===== config.mk =====
export PLATFORM = sky130hd
export DESIGN_NAME = im_loader
export DESIGN_NICKNAME = d
export VERILOG_FILES = /design/src/rtl/im_loader_pkg.sv /design/src/rtl/im_loader.sv
export SDC_FILE = /design/constraint.sdc
export NUM_CORES = 1
export LEC_CHECK = 0
export ABC_AREA = 1
export ABC_CLOCK_PERIOD_IN_PS = 1700
export CORE_UTILIZATION = 50
export CTS_BUF_LIST = sky130_fd_sc_hd__clkbuf_16
export CTS_CLUSTER_SIZE = 25
export DETAILED_ROUTE_END_ITERATION = 8
export PLACE_DENSITY = 0.76
export SLEW_MARGIN = 25
export SYNTH_ARGS = -nofsm -noshare
export SYNTH_HDL_FRONTEND = slang
export SYNTH_SLANG_ARGS = --single-unit

===== constraint.sdc =====
create_clock -name clk -period 1.7 [get_ports clk]
set_input_delay 0.17 -clock clk [delete_from_list [all_inputs] [get_ports clk]]
set_output_delay 0.17 -clock clk [all_outputs]
set_load 0.005 [all_outputs]

===== src/rtl/im_loader_pkg.sv =====
// Shared constants and state encoding for the program-image loader.
package im_loader_pkg;

  // Frame start marker that opens every program image.
  localparam logic [7:0] SYNC_BYTE = 8'hA5;

  // Loader states.
  typedef enum logic [2:0] {
    IDLE  = 3'd0,
    COUNT = 3'd1,
    DATA  = 3'd2,
    CHECK = 3'd3,
    ERR   = 3'd4
  } ld_state_t;

endpackage


===== src/rtl/im_loader.sv =====
// Byte-stream program loader: assembles little-endian 32-bit words from a
// framed byte stream and writes them into the instruction memory, holding
// the CPU while a load is in progress or after a failed one.
module im_loader #(
  parameter int unsigned ADDR_W    = 8,
  parameter logic [7:0]  SYNC_BYTE = im_loader_pkg::SYNC_BYTE,
  parameter int unsigned TIMEOUT   = 1000000,
  parameter int unsigned TO_W      = 20
) (
  input  logic              clk,
  input  logic              rst_n,
  input  logic              rx_valid,
  input  logic [7:0]        rx_data,
  output logic              im_wr_en,
  output logic [ADDR_W-1:0] im_wr_addr,
  output logic [31:0]       im_wr_data,
  output logic              cpu_hold,
  output logic              load_done,
  output logic              load_err
);

  import im_loader_pkg::*;

  // Largest word count that fits the IM; frames asking for more are rejected.
  localparam int unsigned DEPTH = (ADDR_W < 8) ? (32'd1 << ADDR_W) : 32'd256;
  localparam logic [TO_W-1:0] TO_LAST = TO_W'(TIMEOUT - 1);

  ld_state_t         state, state_nx;
  logic [7:0]        n_words, n_words_nx;
  logic [7:0]        word_idx, word_idx_nx;
  logic [1:0]        byte_idx, byte_idx_nx;
  logic [31:0]       word_sr, word_sr_nx;
  logic [7:0]        chk, chk_nx;
  logic [TO_W-1:0]   to_cnt, to_cnt_nx;
  logic              wr_en_nx;
  logic [ADDR_W-1:0] wr_addr_nx;
  logic [31:0]       wr_data_nx;
  logic              hold_nx;
  logic              done_nx;
  logic              err_nx;
  logic              is_sync;
  logic              too_big;
  logic [31:0]       word_full;

  assign is_sync   = rx_valid && (rx_data == SYNC_BYTE);
  assign too_big   = (32'(rx_data) > DEPTH);
  assign word_full = {rx_data, word_sr[31:8]};

  // State and output registers; synchronous reset clears everything.
  always_ff @(posedge clk) begin
    if (!rst_n) begin
      state      <= IDLE;
      n_words    <= '0;
      word_idx   <= '0;
      byte_idx   <= '0;
      word_sr    <= '0;
      chk        <= '0;
      to_cnt     <= '0;
      im_wr_en   <= 1'b0;
      im_wr_addr <= '0;
      im_wr_data <= '0;
      cpu_hold   <= 1'b0;
      load_done  <= 1'b0;
      load_err   <= 1'b0;
    end else begin
      state      <= state_nx;
      n_words    <= n_words_nx;
      word_idx   <= word_idx_nx;
      byte_idx   <= byte_idx_nx;
      word_sr    <= word_sr_nx;
      chk        <= chk_nx;
      to_cnt     <= to_cnt_nx;
      im_wr_en   <= wr_en_nx;
      im_wr_addr <= wr_addr_nx;
      im_wr_data <= wr_data_nx;
      cpu_hold   <= hold_nx;
      load_done  <= done_nx;
      load_err   <= err_nx;
    end
  end

  // Next-state and next-output logic; strobes default low, the rest hold.
  always_comb begin
    state_nx    = state;
    n_words_nx  = n_words;
    word_idx_nx = word_idx;
    byte_idx_nx = byte_idx;
    word_sr_nx  = word_sr;
    chk_nx      = chk;
    to_cnt_nx   = to_cnt;
    wr_en_nx    = 1'b0;
    wr_addr_nx  = im_wr_addr;
    wr_data_nx  = im_wr_data;
    hold_nx     = cpu_hold;
    done_nx     = 1'b0;
    err_nx      = load_err;

    case (state)
      IDLE, ERR: begin
        if (is_sync) begin
          state_nx  = COUNT;
          hold_nx   = 1'b1;
          err_nx    = 1'b0;
          chk_nx    = '0;
          to_cnt_nx = '0;
        end
      end
      COUNT: begin
        if (rx_valid) begin
          if ((rx_data == 8'd0) || too_big) begin
            state_nx = ERR;
            err_nx   = 1'b1;
          end else begin
            n_words_nx  = rx_data;
            word_idx_nx = '0;
            byte_idx_nx = '0;
            state_nx    = DATA;
          end
        end
      end
      DATA: begin
        if (rx_valid) begin
          word_sr_nx  = word_full;
          chk_nx      = chk ^ rx_data;
          byte_idx_nx = byte_idx + 2'd1;
          if (byte_idx == 2'd3) begin
            wr_en_nx    = 1'b1;
            wr_addr_nx  = ADDR_W'(word_idx);
            wr_data_nx  = word_full;
            word_idx_nx = word_idx + 8'd1;
            if (word_idx == n_words - 8'd1) begin
              state_nx = CHECK;
            end
          end
        end
      end
      CHECK: begin
        if (rx_valid) begin
          if (rx_data == chk) begin
            done_nx  = 1'b1;
            hold_nx  = 1'b0;
            state_nx = IDLE;
          end else begin
            err_nx   = 1'b1;
            state_nx = ERR;
          end
        end
      end
      default: state_nx = IDLE;
    endcase

    // Inter-byte timeout inside a frame; an arriving byte always wins.
    if ((state == COUNT) || (state == DATA) || (state == CHECK)) begin
      if (rx_valid) begin
        to_cnt_nx = '0;
      end else if (to_cnt == TO_LAST) begin
        to_cnt_nx = '0;
        state_nx  = ERR;
        err_nx    = 1'b1;
      end else begin
        to_cnt_nx = to_cnt + 1'b1;
      end
    end
  end

endmodule


# Word-level counts from Yosys, hierarchy flattened
# Index checks and enable logic that the tools add are counted.
# classes
n_addsub	4
eq_ne	16
muxes	44
bitwise_logic	2
n_reduce_logical	21
# op_table
operator	count
$mux 20	5
$mux 8	6
$mux 3	11
$pmux 8 s2	2
$add 20x1->20 const B	1
$eq 20x20->1 const B	1
$eq 8x8->1	2
$reduce_and 3->1	5
$ne 2x2->1 const B	7
$mux 1	13
$pmux 3 s4	1
$reduce_bool 2->1	5
$add 8x1->8 const B	1
$eq 8x8->1 const B	1
$logic_not 8->1	1
$reduce_and 4->1	2
$sub 8x1->8 const B	1
$xor 8x8->8	1
$eq 3x2->1 const B	2
$mux 2	3
$reduce_and 5->1	1
$pmux 2 s2	1
$reduce_and 2->1	2
$eq 3x1->1 const B	1
other kinds (10)	11
# totals
reg_bits	125
input_bits	11
output_inout_bits	44
elab_cells	100

# Logic depth before layout (Yosys ltp)
# depth
word_depth	9
mapped_depth	12
ltp_nobuf	12

# Worst setup path before layout
# OpenSTA, ideal clock, no wires.
# synth_path
path_kind	reg-to-reg
startpoint	register to_cnt[0]
endpoint	register to_cnt[13]
setup_ns	0.119
t_arrival_ns	1.416
required_ns	1.581
path_slack_ns	0.165
stages_incl_launch_ff	12
path_buffers	1
synth_period_minus_slack_ns	1.535
path_cell_list	dfxtp_1 -> ha_1 -> nand2_1 -> nor2_1 -> inv_1 -> nor2_2 -> nand3_1 -> nand2_1 -> nand2_1 -> nand2_1 -> buf_4 -> nor3_1
# synth_via
elab_chain_len	4
word_cells_on_any_way	5
classes_between	add/sub (1); eq/ne (1); mux (3)
# synth_rtl
element	line_no	text
start, declared	im_loader.sv:34	logic [TO_W-1:0] to_cnt, to_cnt_nx;
start signal, assigned	im_loader.sv:72	to_cnt <= to_cnt_nx;
$add 20x1->20 / $eq 20x20->1 (equally long branches)	im_loader.sv:161, im_loader.sv:156	
$mux 20 *	im_loader.sv:156	end else if (to_cnt == TO_LAST) begin
$mux 20 *	im_loader.sv:154	if (rx_valid) begin
$mux 20 *	im_loader.sv:153	if ((state == COUNT) || (state == DATA) || (state == CHECK)) begin
# Every way passes the cells marked *; elsewhere a longest branch is shown, timed or not.
# A chain may end at the register's enable or synchronous reset.

# Final worst setup path
# layout_path
startpoint	input rx_valid
endpoint	register to_cnt[5]
# layout_via
elab_chain_len	3
word_cells_on_any_way	5
classes_between	mux (2); reduce/logical (3)
# layout_rtl
element	line_no	text
start, declared	im_loader.sv:12	input logic rx_valid,
$logic_and 1x1->1	im_loader.sv:45	assign is_sync = rx_valid && (rx_data == SYNC_BYTE);
$reduce_bool 2->1 (no line)	n/a	
$reduce_and 2->1 (no line)	n/a	
# Several ways; a longest one is shown, not always the timed one.

==> impl_results.md <==
- Outcome: completed
- Antenna violations before repair: 0
- Slew margin rel.: 76.60%
- P_leak: 2.776 nW
- R2R cell count: 8
- Final Hold Fails: 0
- EDFF count, synth: 0
- Sw frac: a little under a quarter
- DRT Pass-1 Iters: 4
- Cell count after synthesis: roughly 720
- Die Height: 103.1 um
- Worst hold path endpoint: im_wr_data[31]
- Final #Nets: 837
- Vias per cell: 5.201
- Most instantiated cells after synthesis: nand2_1 (161), dfxtp_1 (117), nor2_1 (111)
- FFs w/ async S/R, synth: 0%
- Slowest-stage cell, CP: clkdlybuf4s50_1
- Worst r2r src: state[0]
- Grt ovf: 0
- Gpl congestion: 0.9000
- Cell mode on critical path: nand2_1
- Die Wd: 103.1 um
- Flop pwr share: between 40% and 50%
- Worst skew pair latency: 0.42 ns
- Critical path arrival: 1.98 ns
- P_sw: approximately 0.0016 W
- WL/cell: approximately 14 um
- Final setup viols: 0
- Reg2reg end: to_cnt[5]
- GRT Overall Usage: between 20% and 30%
- Internal power: 0.005061 W
- CP cell instances: clkdlybuf4s50_1, nand2_1, nor2_2, nand4_4, nand2_4, buf_4, nand2_1, o21ai_0, inv_1, nor2_1
- Post-CTS Resized: 0
- # DRC: 0
- Root Buffer: clkbuf_16
- Buf+Inv Stages, Crit Path: 3
- Vias in the first global route: 4858
- # rows: 36
- Min-Delay Path Depth: 3
- Part of the Yosys area used for sequential elements: between 40 and 50%
- Largest net degree at the start of global routing: 45
- Crit path largest cell delay: 0.59 ns
- Area growth syn-to-layout: 32.00%
- Initial Util: 51.85%
- DP HPWL: 9243 um
- Worst Hold Class: primary input to flop
- CTS Hold Bufs: 0
- Synth Cell Area: between 0.005 and 0.006 sq mm
- Avg Inst Size Synth: 7.084 sq um
- Max frequency: 618.1 MHz
- Kind of critical path: primary input to flop
- CP endpoint kind: flop
- Main synth FF type: dfxtp_1
- Hold slack final: 0.4317 ns
- IO buf count: 54
- Cell with the most instances after synthesis: nand2_1
- Max-cap violations: 0
- Setup Skew: 0.01011 ns
- Core area: around 0.01 sq mm
- Fraction of layout cells with a size suffix above 1: 13.65%
- Power density cells: 983.5 mW/mm^2
- Vias: 5035
- Clk sinks: about 120
- Hold_sp: rx_data[7]
- Final Cycle Share: 95.17%
- First-pass GRT wire length: 21840 um
- CP required: 2.06 ns
- Clock power share: about 56%
- Layout Utilization: 68.44%
- TritonCTS clock tree: built
- Period minus WS final: between 1.5 and 2 ns
- Post-synth cell types: 32
- Worst vdd ir: 0.6762 mV
- CP Depth: 10
- Post-CTS Setup Inserts: 0
- Post-synth top area cell: dfxtp_1
- Clk buf depth: 2
- Crit-path leading delay family: buffers and inverters
- Final wirelength: 13190 um
- CTS clk-pin slew, worst paths: 0.06 ns
- Register-to-Register Setup Slack: ~0.11 ns
- Die area: between 0.01 and 0.015 sq mm
- Num CTS Buffers: 17
- Least-Margin Pin Slew: ~0.35 ns
- Antenna Nets Post-Route: 0
- Antenna cells: 0
- Area share of the largest cell type after synthesis: 45.79%
- Io pins: 55
- 1st-iter DRT viols: 214
- Critical path fanouts, max: 11
- Critical Path Source Type: primary input
- Ys Warns: 0
- Combinational Power Share: 2.9%
- Final-layout fill cell count: 785
- Syn nets: roughly 740
- Slew Limit Fails: 0
- Main area contributors after synthesis: dfxtp_1 (46%), nand2_1 (12%), nor2_1 (8.1%)
- Level count of the clock H-tree: 4
- Number of synthesized register bits: 117
flip-flops by register name, indices dropped and copies added, names as in the netlist:
| register | count |
|---|---|
| word_idx | 8 |
| im_wr_addr | 8 |
| im_wr_en | 1 |
| chk | 8 |
| byte_idx | 2 |
| load_err | 1 |
| n_words | 8 |
| to_cnt | 20 |
| state | 3 |
| cpu_hold | 1 |
| im_wr_data | 32 |
| load_done | 1 |
| word_sr | 24 |
per-stage QoR:
step | total power (W) | setup WS (ns) | setup TNS, ns | instances | area [sq um]
after detailed placement | 0.002990 | -0.2081 | -4.476 | 936 | 6120
after CTS | 0.006671 | 0.03333 | 0 | 968 | 6730
after floorplan | 0.002877 | 0.1650 | 0 | 722 | 5115
after global placement | 0.002986 | -0.1760 | -3.019 | 936 | 6120
after global routing | 0.006809 | -0.01188 | -0.03072 | 968 | 6751
final | 0.006640 | 0.08219 | 0 | 968 | 6751
cell usage in the layout, fill, tap and decap left out, drive strengths merged, types with 15 or more instances in the layout:
master         netlist  layout
nand2              164     164
dfxtp              117     117
nor2               117     117
inv                 67      78
o21ai               75      75
a21oi               70      70
buf                 13      55
clkdlybuf4s50        0      54
nand3               31      31
clkbuf              15      17
nand4               15      15
power by group through the flow:
stage | Clock (W) | Combinational (W) | Sequential [W]
after global routing | 0.00386 | 0.000203 | 0.00274
after global placement | 0 | 0.000182 | 0.00280
after detailed placement | 0 | 0.000186 | 0.00280
after floorplan | 0 | 0.0000728 | 0.00280
final | 0.00371 | 0.000190 | 0.00274
after CTS | 0.00374 | 0.000188 | 0.00274
per-layer routing:
| layer | vias up | share of wire (%) | global-route usage, % | wire length [um] |
|---|---|---|---|---|
| met4 | 0 | 2.4 | 11.81 | 310 |
| li1 | 2546 | - | - | - |
| met2 | 106 | 48 | 44.77 | 6395 |
| met3 | 27 | 4.8 | 7.390 | 634 |
| met1 | 2356 | 44 | 32.28 | 5848 |
| met5 | - | 0 | 0 | 0 |
layout make-up:
| type | count | area (sq um) | area share, % |
|---|---|---|---|
| clock inverter | 15 | 185.2 | 2.743 |
| timing repair buffer | 109 | 978.4 | 14.49 |
| inverter | 67 | 251.5 | 3.725 |
| sequential | 117 | 2344 | 34.71 |
| clock buffer | 17 | 425.4 | 6.301 |
| multi-input combinational | 510 | 2401 | 35.56 |
| tap | 133 | 166.4 | 2.465 |
tightest hold or removal path, cell delays in order:
cell and delay, ns:
clkdlybuf4s50_1 0.48, nand2_1 0.10, nand2_1 0.04
worst max-delay path by stage:
stage                          from          end
after floorplan           to_cnt[0]   to_cnt[13]
final                      rx_valid    to_cnt[5]
after global placement     rx_valid    to_cnt[5]
after detailed placement   rx_valid    to_cnt[5]
after CTS                 to_cnt[1]   to_cnt[12]
after global routing       state[2]  word_idx[6]
logic make-up after synthesis:
group                      count (synthesis)  synth area share [%]
and+or+nand+nor                          341                 27.98
buffers and inverters                     95                 7.656
adders and majority gates                  4                0.9785
DFF                                      117                 45.79
AOI/OAI and AO/OA                        151                 15.19
xor gates and xnor gates                  14                 2.397
Power figures use the tool's default switching activity.
==> RTL edit 1 (same flow settings) <==
Re-encode `ld_state_t` (5 states) as one-hot, 5 bits wide.
--- a/src/rtl/im_loader_pkg.sv
+++ b/src/rtl/im_loader_pkg.sv
@@ -7,8 +7,8 @@
   // Loader states.
-  typedef enum logic [2:0] {
-    IDLE  = 3'd0,
-    COUNT = 3'd1,
-    DATA  = 3'd2,
-    CHECK = 3'd3,
-    ERR   = 3'd4
+  typedef enum logic [4:0] {
+    IDLE  = 5'b00001,
+    COUNT = 5'b00010,
+    DATA  = 5'b00100,
+    CHECK = 5'b01000,
+    ERR   = 5'b10000
   } ld_state_t;
Behaviour: no difference found for any inputs over 10 cycles, from zero or initial values and one cycle with rst_n low; not proved beyond that.
==> RTL edit 1 against the original RTL <==
  * Design area up 4.4%
  * Sequential share of layout area down 0.77 points
  * Critical endpoint is now n_words[6]
  * Wire length up 6.1%
  * Power down 1.7%
  * Area after synthesis up 4.1%
  * Largest power group unchanged
  * Worst setup slack worse by 0.041 ns
  * Sequential cell count up 2
==> RTL edit 1: results (changes against the original RTL) <==
cts:
  post_cts_buffers: 3  # +3
  cts_resized: 5  # +5
placement:
  postPlaceCellArea_um2: 6300  # +2.9%
  gp_congestion: 0.883  # -1.9%
  port_buffers: 54  # unchanged
  post-place-ws_ns: -0.220  # -0.0122 ns
  dp.cells: 935  # -0.11%
  dp_hpwl_um: 9680  # +4.7%
global_routing:
  track_usage_pct: 26.5  # -0.33 points
  use_met2_pct: 42.9  # -1.9 points
  use_met3_pct: 7.74  # +0.35 points
  grt_start_max_net_pins: 44  # -2.2%
  grt_pass1_wl_um: 23000  # +5.4%
  use_met1_pct: 33.3  # +1.0 points
  grt_pass1_vias: 5022  # +3.4%
sta:
  holdWs_ns: 0.275  # -0.157 ns
  skew_ns: 0.00863  # -0.00148 ns
  timing.fmax_mhz: 603  # -2.5%
  relSlewSlack_pct: 74.8  # -1.8 points
power_and_ir_drop:
  comb-power_mw: 0.283  # +49%
  ir_drop_uv: 934  # +38%
  clock_power_mw: 3.43  # -7.5%
  power_frac_clock_pct: 52.5  # -3.3 points
  power.internal_mw: 4.96  # -2.0%
  power_leakage_nw: 2.97  # +7.1%
routing:
  vias_per_cell: 5.32  # +2.2%
  wirelength_um: 14000  # +6.1%
  routedWlPerCell_um: 14.4  # +5.4%
  first_pass_iters: 7  # +3
  first_iter_violations: 242  # +13%
synth:
  synth_commonest_cells: "126 x nand2_1, 119 x dfxtp_1, 91 x a21oi_1, 79 x inv_1, 76 x nor2_1"
  yosysSeqAreaShare_pct: 44.7  # -1.1 points
  ys_types: 38  # +19%
  avgSynthCellArea_um2: 7.37  # +4.0%
  yosys_warnings: 0  # unchanged
worst_setup_path:
  critPathMaxStageDelay_ns: 0.34  # -0.25 ns
  crit_family: "simple AND/OR/NAND/NOR gates"
  r2r_end: "n_words[6]"
  slowest_stage: "dfxtp_2"
  arrival_ns: 1.96  # -0.02 ns
  critPathLaunch: "state[0]"
  regToRegSetupSlack_ns: 0.04  # -0.07 ns
final_layout:
  multi_input_area_um2: 2590  # +7.8%
  drive_gt1_share_pct: 17.9  # +4.2 points
  final_nets: 841  # +0.48%
  fillers: 871  # +11%
worst_hold_path:
  hold_path_startpoint: "rst_n"
  min_path_cells: 4  # +1
  hold_end: "load_done"
run_status:
  status: "finished, final reports clean"
## RTL edit 1: kinds of logic (layout without fill, tap and decap cells)
| kind of cell | after synthesis | after routing | share of synthesized area (%) |
|---|---|---|---|
| fa+ha+maj | 4 | 4 | 0.940 |
| compound gates | 178 | 178 | 17.6 |
| simple gates | 293 | 293 | 25.3 |
| xor+xnor | 18 | 18 | 2.96 |
| buf+inv | 111 | 226 | 8.43 |
| flops | 119 | 119 | 44.7 |
## RTL edit 1: layout make-up
class                   instances  share of cell area (%)
well taps                     136                    2.42
clock inverters                14                    2.01
flip-flops and latches        119                    33.9
repair buffers                113                    14.4
inverters                      82                    4.48
multi-input cells             493                    36.7
clock buffers                  17                    6.04
## RTL edit 1: per-layer routing
layer  share of wire (%)  routed length [um]  up-vias
li1                    -                   -     2586
met1                  45                6310     2416
met2                  47                6600      150
met3                 5.8                 816       28
met4                 1.8                 258        0
met5                   0                   0        -
==> RTL edit 2 (config.mk and constraints unchanged) <==
Without the edit above. `ADDR_W`: 8 -> 9.
--- a/src/rtl/im_loader.sv
+++ b/src/rtl/im_loader.sv
@@ -4,3 +4,3 @@
 module im_loader #(
-  parameter int unsigned ADDR_W    = 8,
+  parameter int unsigned ADDR_W    = 9,
   parameter logic [7:0]  SYNC_BYTE = im_loader_pkg::SYNC_BYTE,
Ports: changed (resized im_wr_addr); port bits go from 55 to 56. The function was not compared with the original's and may differ.
==> RTL edit 2 against the original RTL <==
  * Power down 0.84%
  * Design area up 1.0%
  * Sequential power about the same
  * Sequential cell count unchanged
  * Critical path depth up 1
  * Register-to-register slack worse by 0.05 ns
  * Clock skew up 0.0096 ns
  * Wire length up 7.8%
  * Area after synthesis up 2.3%
  * Worst setup slack worse by 0.021 ns
  * Non-clock buffer count down 13
  * Hold slack better by 0.033 ns
  * Utilization up 0.072 points
  * Critical path type is now reg -> reg
  * Largest power group unchanged
==> RTL edit 2: results (changes against the original RTL) <==
run_status:
  status: "finished, final reports clean"
synth:
  ys_top_cells_by_area: "dfxtp_1 45%, nand2_1 15%, a21oi_1 7.5%"
  synth_top_family_by_area: "simple AND/OR/NAND/NOR gates"
  synth_fa_ha_area_share_pct: 0.956  # -0.022 points
  yosysSeqAreaShare_pct: 44.8  # -1.0 points
  muxShareOfSynthArea_pct: 0  # unchanged
  synth_cells: 745  # +3.2%
  synth_xor_area_share_pct: 2.51  # +0.11 points
  synth_compound_gate_area_share_pct: 13.9  # -1.3 points
  synthArstFlopShare_pct: 0  # unchanged
  syn_nets: 760  # +3.1%
  synth_commonest_cells: "203 x nand2_1, 117 x dfxtp_1, 94 x nor2_1, 78 x a21oi_1, 60 x inv_1"
  ys_types: 33  # +3.1%
worst_setup_path:
  critPathMaxStageDelay_ns: 0.35  # -0.24 ns
  crit_fanout: 5  # -6
  arrival_ns: 1.93  # -0.05 ns
  slowest_stage: "dfxtp_2"
  crit_family: "simple AND/OR/NAND/NOR gates"
final_layout:
  final_nets: 846  # +1.1%
  drive_gt1_share_pct: 13.9  # +0.21 points
  regMostFlops: "im_wr_data"
  reg.largest.list: "im_wr_data (32), word_sr (24), to_cnt (20)"
  insertedDiodeCount: 0  # unchanged
placement:
  dp_hpwl_um: 9670  # +4.7%
  post-place-ws_ns: -0.310  # -0.102 ns
  postPlaceCellArea_um2: 6130  # +0.12%
  dp.cells: 944  # +0.85%
  gp_congestion: 0.856  # -4.9%
global_routing:
  grt_start_max_net_pins: 42  # -6.7%
  track_usage_pct: 26.9  # +0.059 points
  grt_pass1_wl_um: 23500  # +7.5%
  use_met2_pct: 45.9  # +1.1 points
  use_met3_pct: 5.26  # -2.1 points
  use_met1_pct: 32.1  # -0.16 points
worst_hold_path:
  hold_path_class: "reg -> reg"
cts:
  htree_levels: 4  # unchanged
  cts_root_buf: "clkbuf_16"
  cts_resized: 0  # unchanged
  clockBufferDepth: 2  # unchanged
routing:
  first_pass_iters: 5  # +1
  vias_per_cell: 5.26  # +1.2%
  dr_wl_met2_um: 6980  # +9.2%
  wl_met1_um: 6030  # +3.2%
  wirelength_um: 14200  # +7.8%
  dr.max_layer_used: "met4"
  routedWlPerCell_um: 14.5  # +6.8%
  first_iter_violations: 279  # +30%
  route.met3.wl_um: 781  # +23%
power_and_ir_drop:
  p_switching_mw: 1.46  # -7.8%
  comb-power_mw: 0.181  # -5%
  ir_drop_uv: 693  # +2.5%
  power_leakage_nw: 2.78  # +0.16%
  swShare_pct: 22.1  # -1.7 points
  power_frac_clock_pct: 55.6  # -0.2 points
run:
  maxCapViolations: 0  # unchanged
sta:
  skew_ns: 0.0197  # +0.00964 ns
## RTL edit 2: final timing paths
| kind | start | to | slack [ns] | depth (start not counted) |
|---|---|---|---|---|
| hold reg to reg | im_wr_data[28] | im_wr_data[28] | 0.46 | 2 |
| hold / removal | im_wr_data[28] | im_wr_data[28] | 0.46 | 2 |
| setup reg to reg | to_cnt[0] | to_cnt[17] | 0.06 | 11 |
| setup / recovery | to_cnt[0] | to_cnt[17] | 0.06 | 11 |
## RTL edit 2: kinds of logic after synthesis
group,Yosys count
AOI/OAI and AO/OA,137
other,1
adders and majority gates,4
DFF,117
buffers and inverters,96
xor gates and xnor gates,15
and+or+nand+nor,375
## RTL edit 2: area by class of cell
type | instances | area [um2]
fillers | 837 | 3130
multi-input cells | 533 | 2570
flip-flops and latches | 117 | 2350
repair buffers | 96 | 881
clock buffers | 17 | 425
inverters | 66 | 248
clock inverters | 15 | 176
well taps | 133 | 166
